<file path="config.mk">
export PLATFORM = sky130hd
export DESIGN_NAME = pipeline_ctrl
export DESIGN_NICKNAME = d
export VERILOG_FILES = /design/src/rtl/pipeline_ctrl.sv
export SDC_FILE = /design/constraint.sdc
export NUM_CORES = 1
export LEC_CHECK = 0
export CORE_UTILIZATION = 35
export DETAILED_ROUTE_END_ITERATION = 8
export DONT_BUFFER_PORTS = 1
export HOLD_SLACK_MARGIN = 0.12
export PLACE_DENSITY = 0.46
export SLEW_MARGIN = 40
export SYNTH_ARGS = -nofsm -noshare
export SYNTH_HDL_FRONTEND = slang
export SYNTH_SLANG_ARGS = --single-unit
</file>
<file path="constraint.sdc">
create_clock -name clk_in -period 4.6 [get_ports clk_in]
set_input_delay 1.38 -clock clk_in [delete_from_list [all_inputs] [get_ports clk_in]]
set_output_delay 1.38 -clock clk_in [all_outputs]
set_load 0.005 [all_outputs]
</file>
<file path="src/rtl/pipeline_ctrl.sv">
// ---------------------------------------------------------------------------
// pipeline_ctrl
// Hazard / stall / flush controller for a five-stage in-order pipeline.
// Every cycle, one rule is chosen in fixed priority order:
//   reset > global not-ready > MEM busy > EX jump > load-use > fetch drop
//   > fetch busy.
// The chosen rule drives the stall/clear/redirect outputs. Two cycle counters
// also run: stalled cycles (wrapping) and accepted redirects (saturating).
//
// Ports
//   clk_in, rst_in          clock, synchronous active-high reset
//   rdy_in                  global ready; low freezes the whole pipeline
//   id_r1_addr/id_r2_addr   ID-stage source register numbers
//   id_r1_used/id_r2_used   source actually read by the ID instruction
//   ex_is_load, ex_rd_addr  EX holds a load, and its destination register
//   ex_jump                 EX resolved a taken branch/jump
//   if_busy, if_done        fetch in flight / fetch return pulse
//   mem_busy                MEM-stage access not yet complete
//   cnt_clr                 clear both performance counters
//   stall_*                 hold the named stage register
//   clear_*                 load a NOP into the named stage register
//   pc_sel_jump             PC loads the EX jump target
//   if_discard              drop the fetch returning this cycle
//   cnt_stall, cnt_flush    performance counters
// ---------------------------------------------------------------------------
module pipeline_ctrl (
  input  logic        clk_in,
  input  logic        rst_in,
  input  logic        rdy_in,
  input  logic [4:0]  id_r1_addr,
  input  logic [4:0]  id_r2_addr,
  input  logic        id_r1_used,
  input  logic        id_r2_used,
  input  logic        ex_is_load,
  input  logic [4:0]  ex_rd_addr,
  input  logic        ex_jump,
  input  logic        if_busy,
  input  logic        if_done,
  input  logic        mem_busy,
  input  logic        cnt_clr,
  output logic        stall_pc,
  output logic        stall_if_id,
  output logic        stall_id_ex,
  output logic        stall_ex_mem,
  output logic        stall_mem_wb,
  output logic        clear_if_id,
  output logic        clear_id_ex,
  output logic        clear_mem_wb,
  output logic        pc_sel_jump,
  output logic        if_discard,
  output logic [31:0] cnt_stall,
  output logic [15:0] cnt_flush
);

  typedef enum logic {
    RUN      = 1'b0,
    MEM_WAIT = 1'b1
  } state_e;

  localparam logic [15:0] FLUSH_MAX = 16'hFFFF;

  state_e      state_q, state_d;
  logic        drop_q, drop_d;      // a fetch made stale by a redirect is still outstanding
  logic [31:0] cnt_stall_q, cnt_stall_d;
  logic [15:0] cnt_flush_q, cnt_flush_d;

  logic        load_use;
  logic        jump_accept;

  // Register 0 is hard-wired to zero, so a load targeting it never creates a hazard.
  assign load_use = ex_is_load && (ex_rd_addr != 5'd0) &&
                    ((id_r1_used && (id_r1_addr == ex_rd_addr)) ||
                     (id_r2_used && (id_r2_addr == ex_rd_addr)));

  // NOTE: every signal written here gets a default first, so no path through
  // the priority chain can leave a value unassigned and infer a latch.
  always_comb begin
    stall_pc     = 1'b0;
    stall_if_id  = 1'b0;
    stall_id_ex  = 1'b0;
    stall_ex_mem = 1'b0;
    stall_mem_wb = 1'b0;
    clear_if_id  = 1'b0;
    clear_id_ex  = 1'b0;
    clear_mem_wb = 1'b0;
    pc_sel_jump  = 1'b0;
    if_discard   = 1'b0;
    jump_accept  = 1'b0;
    state_d      = state_q;
    drop_d       = drop_q;
    cnt_stall_d  = cnt_stall_q;
    cnt_flush_d  = cnt_flush_q;

    if (rst_in) begin
      // Flush every stage register to NOP while reset is held.
      clear_if_id  = 1'b1;
      clear_id_ex  = 1'b1;
      clear_mem_wb = 1'b1;
    end else if (!rdy_in) begin
      // Global freeze: all stages hold, and all registered state holds too.
      stall_pc     = 1'b1;
      stall_if_id  = 1'b1;
      stall_id_ex  = 1'b1;
      stall_ex_mem = 1'b1;
      stall_mem_wb = 1'b1;
    end else begin
      // A stale fetch returning is dropped whatever else the pipeline is doing.
      if_discard = drop_q && if_done;
      state_d    = mem_busy ? MEM_WAIT : RUN;

      if (mem_busy) begin
        // MEM is blocked: everything upstream holds, and a bubble goes into WB.
        // A jump in EX stays there and is taken once MEM frees up.
        stall_pc     = 1'b1;
        stall_if_id  = 1'b1;
        stall_id_ex  = 1'b1;
        stall_ex_mem = 1'b1;
        clear_mem_wb = 1'b1;
      end else if (ex_jump) begin
        jump_accept = 1'b1;
        pc_sel_jump = 1'b1;
        clear_if_id = 1'b1;
        clear_id_ex = 1'b1;
      end else if (load_use) begin
        // The NOP loaded into ID/EX removes the load from EX next cycle,
        // so the bubble lasts a single cycle.
        stall_pc    = 1'b1;
        stall_if_id = 1'b1;
        clear_id_ex = 1'b1;
      end else if (drop_q && !if_done) begin
        stall_pc    = 1'b1;
        clear_if_id = 1'b1;
      end else if (if_busy && !drop_q) begin
        stall_pc    = 1'b1;
        clear_if_id = 1'b1;
      end

      // A fetch still in flight when a redirect is taken fetches the wrong
      // path. It is marked for dropping, unless it returns this very cycle:
      // clearing IF/ID already kills that returning fetch.
      if (if_discard) begin
        drop_d = 1'b0;
      end
      if (jump_accept && if_busy && !if_done) begin
        drop_d = 1'b1;
      end

      if (cnt_clr) begin
        cnt_stall_d = '0;
        cnt_flush_d = '0;
      end else begin
        if (stall_pc) begin
          cnt_stall_d = cnt_stall_q + 32'd1;
        end
        if (jump_accept && (cnt_flush_q != FLUSH_MAX)) begin
          cnt_flush_d = cnt_flush_q + 16'd1;
        end
      end
    end
  end

  // NOTE: state registers use non-blocking assignments, so every flop
  // samples the pre-edge value of every other flop regardless of ordering.
  always_ff @(posedge clk_in) begin
    if (rst_in) begin
      state_q     <= RUN;
      drop_q      <= 1'b0;
      cnt_stall_q <= '0;
      cnt_flush_q <= '0;
    end else begin
      state_q     <= state_d;
      drop_q      <= drop_d;
      cnt_stall_q <= cnt_stall_d;
      cnt_flush_q <= cnt_flush_d;
    end
  end

  assign cnt_stall = cnt_stall_q;
  assign cnt_flush = cnt_flush_q;

endmodule

</file>
======== After elaboration in Yosys (flattened, before gate mapping) ========
Index checks and enable logic that the tools add are counted.
storage, ports and cells
  bits in registers ....................... 49
  input bits .............................. 26
  output and inout port bits .............. 58
operators by class
  add/sub/neg operators ................... 2
  equality and inequality tests ........... 3
  multiplexer cells ....................... 44
  reductions and logical operators ........ 20
operators with widths
  operator               number
  $mux 32                2
  $mux 1                 40
  $add 32x1->32 const B  1
  $mux 16                2
  $add 16x1->16 const B  1
  $ne 16x16->1 const B   1
  $eq 5x5->1             2
  $logic_and 1x1->1      10
  $reduce_and 2->1       3
  $reduce_bool 2->1      3
  $reduce_bool 5->1      1
  $logic_not 1->1        2
  $logic_or 1x1->1       1

======== Depth between registers and ports, before layout ========
Gate-level depths: netlist of run 1.
  word-level depth ........................ 11
  gate-level depth with buffers ........... 8

======== Worst setup path before layout of run 1 ========
Ideal clock, no wire load.
  path type ............................... input to output
  from .................................... in ex_rd_addr[1]
  to ...................................... out clear_if_id
  data arrival time ....................... 2408 ps
  slack ................................... 812 ps
  stages on the path ...................... 5
  buffers on the path ..................... 0
  path through ............................ or4_1 > o21ai_1 > nand2b_1 > nand2_1 > a21oi_1
between the ends
  cells in the longest elaborated chain, start to end .. 9
  elaborated cells on any way between the ends .. 13
  classes of those cells .................. eq/ne (2); mux (5); reduce/logical (6)
ends and longest elaborated chain
  element                               line    source
  from (decl)                           35      input logic [4:0] ex_rd_addr,
  $eq 5x5->1 (on tied branches)         72, 73
  $logic_and 1x1->1 (on tied branches)  72, 73
  $logic_or 1x1->1                      72      ((id_r1_used && (id_r1_addr == ex_rd_addr)) ||
  $logic_and 1x1->1 *                   71      assign load_use = ex_is_load && (ex_rd_addr != 5'd0) &&
  $mux 1 *                              124     end else if (load_use) begin
  $mux 1 *                              119     end else if (ex_jump) begin
  $mux 1 *                              111     if (mem_busy) begin
  $mux 1 *                              99      end else if (!rdy_in) begin
  $mux 1 *                              94      if (rst_in) begin
  to (decl)                             46      output logic clear_if_id,
Every way passes the cells marked *; elsewhere a longest branch is shown, timed or not.

======== Final worst setup path of run 1 ========
  from .................................... in ex_rd_addr[1]
  to ...................................... out stall_pc
between the ends
  cells in the longest elaborated chain, start to end .. 11
  elaborated cells on any way between the ends .. 15
  classes of those cells .................. eq/ne (2); mux (7); reduce/logical (6)
ends and longest elaborated chain
  element                               line    source
  $eq 5x5->1 (on tied branches)         72, 73
  $logic_and 1x1->1 (on tied branches)  72, 73
  $logic_or 1x1->1                      72
  $logic_and 1x1->1 *                   71
  $mux 1 *                              124
  $mux 1 *                              119
  $mux 1 *                              111
  $mux 1 *                              99
  $mux 1 *                              94
  $mux 1 *                              99
  $mux 1 *                              94
  to (decl)                             41      output logic stall_pc,
Every way passes the cells marked *; elsewhere a longest branch is shown, timed or not. The select of a mux whose other input is x is not followed.

==> results of run 1 <==
power breakdown:
| part | switching, mW | total, mW | internal, mW |
|---|---|---|---|
| sequential | 0.00305 | 0.428 | 0.425 |
| clock | 0.148 | 0.325 | 0.178 |
| combinational | 0.0357 | 0.0550 | 0.0192 |
| total | 0.187 | 0.809 | 0.622 |
cells in the final DEF, fill, tap and decap left out, types with 3 or more instances in the layout:
cell type  netlist  final
dfxtp_1         49     49
nand2_1         46     46
nor2_1          28     27
nand3_1         27     27
a21oi_1         27     26
or4_1           20     20
xnor2_1         14     14
o211ai_1        13     13
or3_1           12     12
o21ai_0         11     11
nand4_1          9      9
inv_1            7      7
o31ai_1          7      7
xor2_1           7      7
nor3_1           6      6
clkbuf_8         0      6
nand2b_1         5      5
o311ai_0         5      5
a31oi_1          5      5
and3_1           4      4
and4_1           3      3
buf_4            2      3
layout make-up:
type,instances,area (sq um)
inverters,7,26.3
flip-flops and latches,49,981
fillers,825,4710
clock buffers,7,86.3
well taps,102,128
multi-input cells,280,1700
clock inverters,1,30.0
repair buffers,3,22.5
metal layers:
layer / wire length, um / vias to the layer above / share of wire [%] / track usage (%)
met5: 0 / - / 0 / 0
met4: 63 / 0 / 0.88 / 4.63
met3: 433 / 6 / 6.1 / 4.77
met2: 3230 / 65 / 45 / 27.2
met1: 3420 / 1233 / 48 / 24.0
li1: - / 1295 / - / -
worst paths after layout:
path / to / startpoint / slack, ns
worst min register to register: cnt_stall[28]$_SDFFE_PP0P_ / cnt_stall[28]$_SDFFE_PP0P_ / 0.52
worst max register to register: cnt_stall[31]$_SDFFE_PP0P_ / cnt_stall[13]$_SDFFE_PP0P_ / 2.24
worst min-delay path: cnt_stall[28]$_SDFFE_PP0P_ / cnt_stall[28]$_SDFFE_PP0P_ / 0.52
worst max-delay path: stall_pc / ex_rd_addr[1] / 0.59
registers in the layout, indices dropped and copies added (netlist names):
| signal | cells |
|---|---|
| drop_q | 1 |
| cnt_stall | 32 |
| cnt_flush | 16 |
worst min-delay path: stages, from the launching register on:
cell and delay (ns):
dfxtp_1 0.35, o31ai_1 0.07, a21oi_1 0.06
logic make-up after synthesis:
group,Yosys count,synth area share [%]
compound gates,79,18.1
simple gates,176,34.5
flops,49,35.3
buf+inv,24,3.87
fa+ha+maj,2,0.900
xor+xnor,21,6.62
mux,2,0.720
stage by stage:
step,area (sq um),hold slack (ns),power (mW),cells,worst slack [ns]
2_1_floorplan,2780,0.477,0.485,353,0.812
3_3_place_gp,2850,0.498,0.493,441,0.718
3_5_place_dp,2860,0.504,0.494,441,0.582
4_1_cts,2980,0.526,0.822,449,0.581
5_1_grt,2980,0.544,0.843,449,0.508
6_report,2980,0.523,0.809,449,0.595
==> impl_metrics.csv, run 1 <==
group,metric,value,unit
outcome,outcome,"complete, no violations",
hold_path,hold_depth,2,
timing,min_period,4.01,ns
routing,drtIter0Drc,132,
floorplanning,initial_core_util,36.1,%
setup_path,max_stage_delay,0.38,ns
timing,fin_setup_tns,0,ns
cts,root_buffer,"clkbuf_8",
finish,diodes,0,
timing,slew_headroom,58.5,%
routing,drc,0,
setup_path,crit_fanout,4,
pwr,vdd_drop_max,0.000159,V
setup_path,worst_ep_required_time,3.22,ns
timing,worstMarginPinSlew,0.617,ns
cts,clkTransAtPathRegs,0.09,ns
synthesis,ys_seq_area_share,35.3,%
global_route,antenna_found_initial,0,
setup_path,reg2reg_depth,6,
finish,final_util,38.7,%
floorplanning,rows,32,
setup_path,critPathTopFamily,"compound AO/OA/AOI/OAI gates",
pwr,p_per_area,272,nW/um^2
timing,period_share,87.1,%
synthesis,synth_nets,381,
setup_path,cp_num_buf_inv,0,
floorplanning,die-area,8300,sq um
synthesis,synthCells,353,
timing,finClkSkew,0.00885,ns
setup_path,path_class,"input pin to output pin",
timing,rsz0062_at_grt,"false",
finish,area_growth,7.16,%
synthesis,synthTopCellsByCount,"49 x dfxtp_1, 46 x nand2_1, 28 x nor2_1, 27 x a21oi_1, 27 x nand3_1",
routing,viasPerCell,5.79,
synthesis,synth-warning-count,0,
floorplanning,core_area,7690,sq um
synthesis,ys.flop_type,"dfxtp_1",
synthesis,synth_top_cell_by_area,"dfxtp_1",
setup_path,critPathArrivalTime,2.63,ns
placement,hpwlAfterDp,5000,um
cts,cts_tree,"yes",
synthesis,ys_ff_latch,49,
synthesis,ys_types,50,
setup_path,cp.depth,6,
cts,cts.sinks,49,
setup_path,cp-end-kind,"output pin",
setup_path,path_cells,"xnor2_1 -> nand4_1 -> o22ai_1 -> nand2b_1 -> a31o_2 -> a21oi_1",
routing,routed_wirelength,7150,um
timing,fmax,0.250,GHz
synthesis,yosysMostFrequentCell,"dfxtp_1",
placement,gp_congestion,0.692,
timing,finalHoldViolations,0,
cts,clock_latency,0.30,ns
timing,slew_violations,0,
setup_path,slowest_stage,"o22ai_1",
synthesis,synth-async-reset-ratio,0,%
synthesis,syn-cell-area,2780,sq um
floorplanning,io_pins,84,
cts,cts_resized,0,
global_route,grt-ovfl-total,0,
finish,fin_nets,374,
synthesis,yosys-top-cells-area,"dfxtp_1 35%, nand2_1 6.2%, or4_1 5.4%, a21oi_1 4.9%, nand3_1 4.9%",
floorplanning,die_h,91.1,um
finish,drive_above_1_share,6.05,%
global_route,grt_pass1_wl,11900,um
pwr,p_leak,0.877,nW
placement,port-buffer-count,0,
synthesis,synth_edf_count,0,
cts,postCtsSetupRepairBufs,0,
cts,numCtsBuffers,5,
global_route,grt_max_degree,40,
job,maxCapViolations,0,
routing,vias,2599,
cts,h-tree-depth,2,
synthesis,synth.avg_cell_area,7.87,sq um
setup_path,critPathLaunchType,"input pin",
routing,dr.pass1.iters,4,
cts,cts_hold_repair.buffers,0,
timing,setup_violations,0,
global_route,grtUsageTotal,17.6,%
routing,wl_per_cell,15.9,um
synthesis,synth_top_area_share,35.3,%
hold_path,hold_path.class,"flip-flop to flip-flop",
global_route,grt_pass1_vias,2347,
cts,cts_buffer_depth,2,
floorplanning,die_x,91.1,um
routing,ant_nets,0,
No activity file was read; power rests on OpenSTA's default activity.
==> run 2: changes to the inputs <==
==> constraint.sdc (replaced) <==
create_clock -name clk_in -period 4.6 [get_ports clk_in]
set_input_delay 0.92 -clock clk_in [delete_from_list [all_inputs] [get_ports clk_in]]
set_output_delay 0.92 -clock clk_in [all_outputs]
set_load 0.005 [all_outputs]
==> run 2 against run 1 <==
Compared with the run above: routed wire length grew 0.29%; clock power shrank 18%; clock skew decreased by 0.0066 ns; global-route usage is 0.073 points lower; design area fell by 0.84%; non-clock buffer count stayed put; critical path depth stayed put; final cell count is the same.
==> impl_metrics.csv, run 2 (synthesis gave the netlist of run 1 again) <==
group,metric,value,unit
outcome,outcome,"complete, no violations",
finish,fillers,812,
timing,slew_violations,0,
cts,postCtsSetupRepairBufs,0,
pwr,p_per_area,254,nW/um^2
cts,numCtsBuffers,5,
floorplanning,io_pins,84,
timing,fin_ws,1.53,ns
cts,clkTransAtPathRegs,0.10,ns
setup_path,crit_fanout,4,
pwr,power_frac_seq,57.0,%
finish,area_growth,6.26,%
timing,fmax,0.325,GHz
placement,place_ws,1.51,ns
timing,rsz0062_at_grt,"false",
cts,root_buffer,"clkbuf_8",
timing,min_period,3.07,ns
pwr,p_int,0.552,mW
routing,drtIter0Drc,110,
timing,worstMarginPinSlew,0.631,ns
cts,cts_tree,"yes",
pwr,p_leak,0.855,nW
global_route,antenna_found_initial,0,
routing,drc,0,
finish,final_util,38.4,%
floorplanning,die_h,91.1,um
pwr,swShare,26.6,%
placement,dpl_cell_area,2860,sq um
routing,ant_nets,0,
finish,diodes,0,
cts,h-tree-depth,2,
global_route,grt_pass1_vias,2279,
floorplanning,core_area,7690,sq um
hold_path,hold_path.class,"flip-flop to flip-flop",
setup_path,reg2reg_slack,2.23,ns
finish,final_cell_mix,"49 x dfxtp_1, 46 x nand2_1, 27 x nor2_1, 27 x nand3_1, 26 x a21oi_1",
setup_path,path_class,"input pin to output pin",
cts,cts_buffer_depth,2,
pwr,power,0.751,mW
timing,setup_violations,0,
cts,cts.sinks,49,
job,maxCapViolations,0,
timing,finalHoldViolations,0,
timing,fin_setup_tns,0,ns
routing,wl_per_cell,16.0,um
timing,slew_headroom,57.6,%
pwr,p_comb_share,7.3,%
global_route,grtUsageTotal,17.5,%
cts,cts_resized,0,
routing,dr.pass1.iters,4,
floorplanning,rows,32,
floorplanning,die_x,91.1,um
setup_path,critPathArrivalTime,2.15,ns
finish,drive_above_1_share,6.34,%
timing,whs,0.517,ns
setup_path,cp-end-kind,"output pin",
routing,viasPerCell,5.73,
floorplanning,initial_core_util,36.1,%
cts,cts_hold_repair.buffers,0,
setup_path,worst_ep_required_time,3.68,ns
finish,fin_nets,374,
global_route,grt_max_degree,40,
global_route,grt-ovfl-total,0,
timing,period_share,66.8,%
placement,hpwlAfterDp,4960,um
cts,clock_latency,0.30,ns
finish,largest_register_ffs,32,
pwr,clkPwrFrac,35.7,%
floorplanning,die-area,8300,sq um
routing,vias,2572,
finish,final_common_cell,"dfxtp_1",
placement,gp_congestion,0.718,
placement,dp_cells,441,
finish,layout.cells.non_filler,449,
global_route,grt_pass1_wl,11800,um
pwr,vdd_drop_max,0.000144,V
pwr,p_switching,0.200,mW
setup_path,critPathLaunchType,"input pin",
timing,finClkSkew,0.00226,ns
finish,finalInstanceArea,2950,sq um
routing,routed_wirelength,7180,um
placement,port-buffer-count,0,
-- run 2: layout make-up --
| cell class | instances | area (sq um) | share of cell area [%] |
|---|---|---|---|
| multi-input combinational | 280 | 1700 | 57.7 |
| sequential | 49 | 981 | 33.2 |
| tap | 102 | 128 | 4.32 |
| clock buffer | 5 | 68.8 | 2.33 |
| inverter | 7 | 26.3 | 0.890 |
| clock inverter | 3 | 22.5 | 0.763 |
| timing repair buffer | 3 | 22.5 | 0.763 |
-- run 2: path summary, 6_finish.rpt --
check        cells past startpoint                    endpoint                        from
min reg2reg                      2  cnt_stall[30]$_SDFFE_PP0P_  cnt_stall[30]$_SDFFE_PP0P_
max reg2reg                      6  cnt_stall[31]$_SDFFE_PP0P_  cnt_stall[13]$_SDFFE_PP0P_
max                              6                    stall_pc               ex_rd_addr[1]
min                              2  cnt_stall[30]$_SDFFE_PP0P_  cnt_stall[30]$_SDFFE_PP0P_
-- run 2: power groups by stage --
stage | Combinational [mW] | Sequential (mW) | Clock (mW)
final | 0.0550 | 0.428 | 0.268
after global routing | 0.0615 | 0.429 | 0.296
after CTS | 0.0558 | 0.428 | 0.279
after detailed placement | 0.0557 | 0.438 | 0
after global placement | 0.0545 | 0.438 | 0
after floorplan | 0.0478 | 0.438 | 0
-- run 2: metal layers --
| metal | global-route usage, % | vias up | share of wire (%) |
|---|---|---|---|
| met5 | 0 | - | 0 |
| met4 | 4.37 | 0 | 1.0 |
| met3 | 4.77 | 7 | 6.8 |
| met2 | 27.3 | 70 | 45 |
| met1 | 23.8 | 1201 | 47 |
| li1 | - | 1294 | - |
-- run 2: critical path, stage by stage --
cell      delay (ns)
xnor2_1         0.13
nand4_1         0.12
o22ai_1         0.38
nand2b_1        0.19
a31o_2          0.24
a21oi_1         0.17
==> run 3: changes to the inputs <==
Settings changed: PLACE_DENSITY 0.46 to 0.48.
Clock period 4.6 ns to 2.5 ns, I/O delays scaled along.
==> run 3 against run 2 <==
Compared with the run above: total power is 84% higher; hold slack worse by 0.26 ns; die area stayed put; non-clock buffer count is 10 higher; setup slack worse by 1.2 ns; design area is 2.5% higher; count of clock-buffer cells in the layout stayed put; global-route usage is 1.3 points higher; sequential cell count stayed put; utilization is 0.94 points higher; largest cell class unchanged; largest power group unchanged.
==> impl_metrics.csv, run 3 (synthesis gave the netlist of run 1 again) <==
group,metric,value,unit
finish,drive_above_1_share,8.68,%
finish,final_common_cell,"dfxtp_1",
timing,finalHoldViolations,0,
global_route,grt-ovfl-total,0,
finish,area_growth,8.87,%
pwr,vdd_drop_max,0.000195,V
global_route,grtUsageTotal,18.8,%
floorplanning,io_pins,84,
global_route,grt_pass1_wl,12700,um
setup_path,path_class,"flip-flop to flip-flop",
global_route,grtUsageMet2,30.2,%
setup_path,crit_fanout,7,
global_route,gr-usage-met3,6.11,%
outcome,outcome,"complete, no violations",
timing,slew_violations,0,
routing,dr.pass1.iters,4,
cts,numCtsBuffers,5,
finish,final_cell_mix,"49 x dfxtp_1, 46 x nand2_1, 28 x nor2_1, 27 x nand3_1, 26 x a21oi_1",
setup_path,reg2reg_slack,0.33,ns
finish,diodes,0,
routing,viasPerCell,5.79,
floorplanning,die_x,91.1,um
routing,vias,2659,
cts,root_buffer,"clkbuf_8",
routing,wl_per_cell,16.3,um
cts,cts_resized,0,
setup_path,cp-end-kind,"flip-flop",
job,maxCapViolations,0,
setup_path,path_cells,"and4_4 -> nand3_1 -> or3_1 -> or4_1 -> a21oi_1",
floorplanning,die-area,8300,sq um
placement,gp_congestion,0.775,
cts,clkTransAtPathRegs,0.10,ns
routing,routed_wirelength,7460,um
timing,setup_violations,0,
timing,worstMarginPinSlew,0.539,ns
global_route,busiest_layer,"met2",
global_route,grt_pass1_vias,2518,
timing,slew_headroom,63.9,%
routing,drtIter0Drc,86,
timing,fin_setup_tns,0,ns
cts,cts_buffer_depth,2,
setup_path,critPathLaunchType,"flip-flop",
timing,period_share,87.0,%
hold_path,hold_path.class,"input pin to flip-flop",
setup_path,max_stage_delay,0.49,ns
setup_path,reg2reg_depth,5,
global_route,antenna_found_initial,0,
cts,h-tree-depth,2,
timing,fmax,0.460,GHz
timing,finClkSkew,0.00867,ns
cts,cts.sinks,49,
hold_path,hold_depth,1,
setup_path,worst_ep_required_time,2.74,ns
placement,hpwlAfterDp,5300,um
routing,ant_nets,0,
finish,largest_register_ffs,32,
timing,min_period,2.17,ns
cts,cts_hold_repair.buffers,0,
placement,port-buffer-count,0,
setup_path,critPathArrivalTime,2.41,ns
pwr,p_leak,0.917,nW
cts,clock_latency,0.30,ns
cts,postCtsSetupRepairBufs,0,
global_route,grt_max_degree,40,
global_route,grt_util_met1,24.5,%
cts,cts_tree,"yes",
finish,fin_nets,384,
floorplanning,core_area,7690,sq um
floorplanning,rows,32,
routing,drc,0,
pwr,p_per_area,456,nW/um^2
timing,rsz0062_at_grt,"false",
finish,final_util,39.4,%
setup_path,slowest_stage,"dfxtp_1",
floorplanning,initial_core_util,36.1,%
floorplanning,die_h,91.1,um
## run 3: changes by cell type in the layout (fill, tap and decap cells not counted)
cell / previous run / this run
a21oi_2: 1 / 2
a21oi_4: 1 / 0
buf_12: 0 / 1
buf_4: 3 / 12
clkinv_2: 0 / 2
clkinvlp_4: 3 / 1
nor2_1: 27 / 28
nor2_2: 1 / 0
## run 3: routing by layer
| layer | up-vias | share of wire, % |
|---|---|---|
| met4 | 0 | 0.64 |
| met3 | 4 | 7.3 |
| met5 | - | 0 |
| li1 | 1325 | - |
| met1 | 1259 | 47 |
| met2 | 71 | 45 |
## run 3: path summary, 6_finish.rpt
check,start,end
setup / recovery,cnt_stall[3]$_SDFFE_PP0P_,cnt_stall[22]$_SDFFE_PP0P_
hold / removal,rst_in,cnt_stall[21]$_SDFFE_PP0P_
setup reg to reg,cnt_stall[3]$_SDFFE_PP0P_,cnt_stall[22]$_SDFFE_PP0P_
hold reg to reg,cnt_stall[26]$_SDFFE_PP0P_,cnt_stall[26]$_SDFFE_PP0P_
## run 3: final cells by class
type / count / area (sq um)
clock buffer: 5 / 68.8
multi-input combinational: 280 / 1690
inverter: 7 / 26.3
clock inverter: 3 / 17.5
fill: 838 / 4660
tap: 102 / 128
sequential: 49 / 981
timing repair buffer: 13 / 110
## run 3: power breakdown
group,switching [mW],internal [mW],total (mW)
registers,0.00209,0.783,0.785
logic,0.0710,0.0420,0.113
clock network,0.287,0.194,0.482
## run 3: metrics by stage
stage               setup slack (ns)  hold slack (ns)  total power, mW  instance area [sq um]  instances
finish                         0.325            0.258             1.38                   3030        459
global placement               0.371            0.497            0.916                   2940        451
detailed placement             0.334            0.510            0.918                   2940        451
CTS                            0.332            0.241             1.40                   3030        459
floorplan                      0.390            0.477            0.893                   2780        353
global route                   0.140            0.234             1.44                   3030        459
## run 3: worst max-delay path: cells and delay by family, from the launching register on
kind,cells,cell delay (ns)
AND/OR/NAND/NOR,4,1.47
flip-flops,1,0.49
AO/OA/AOI/OAI,1,0.14
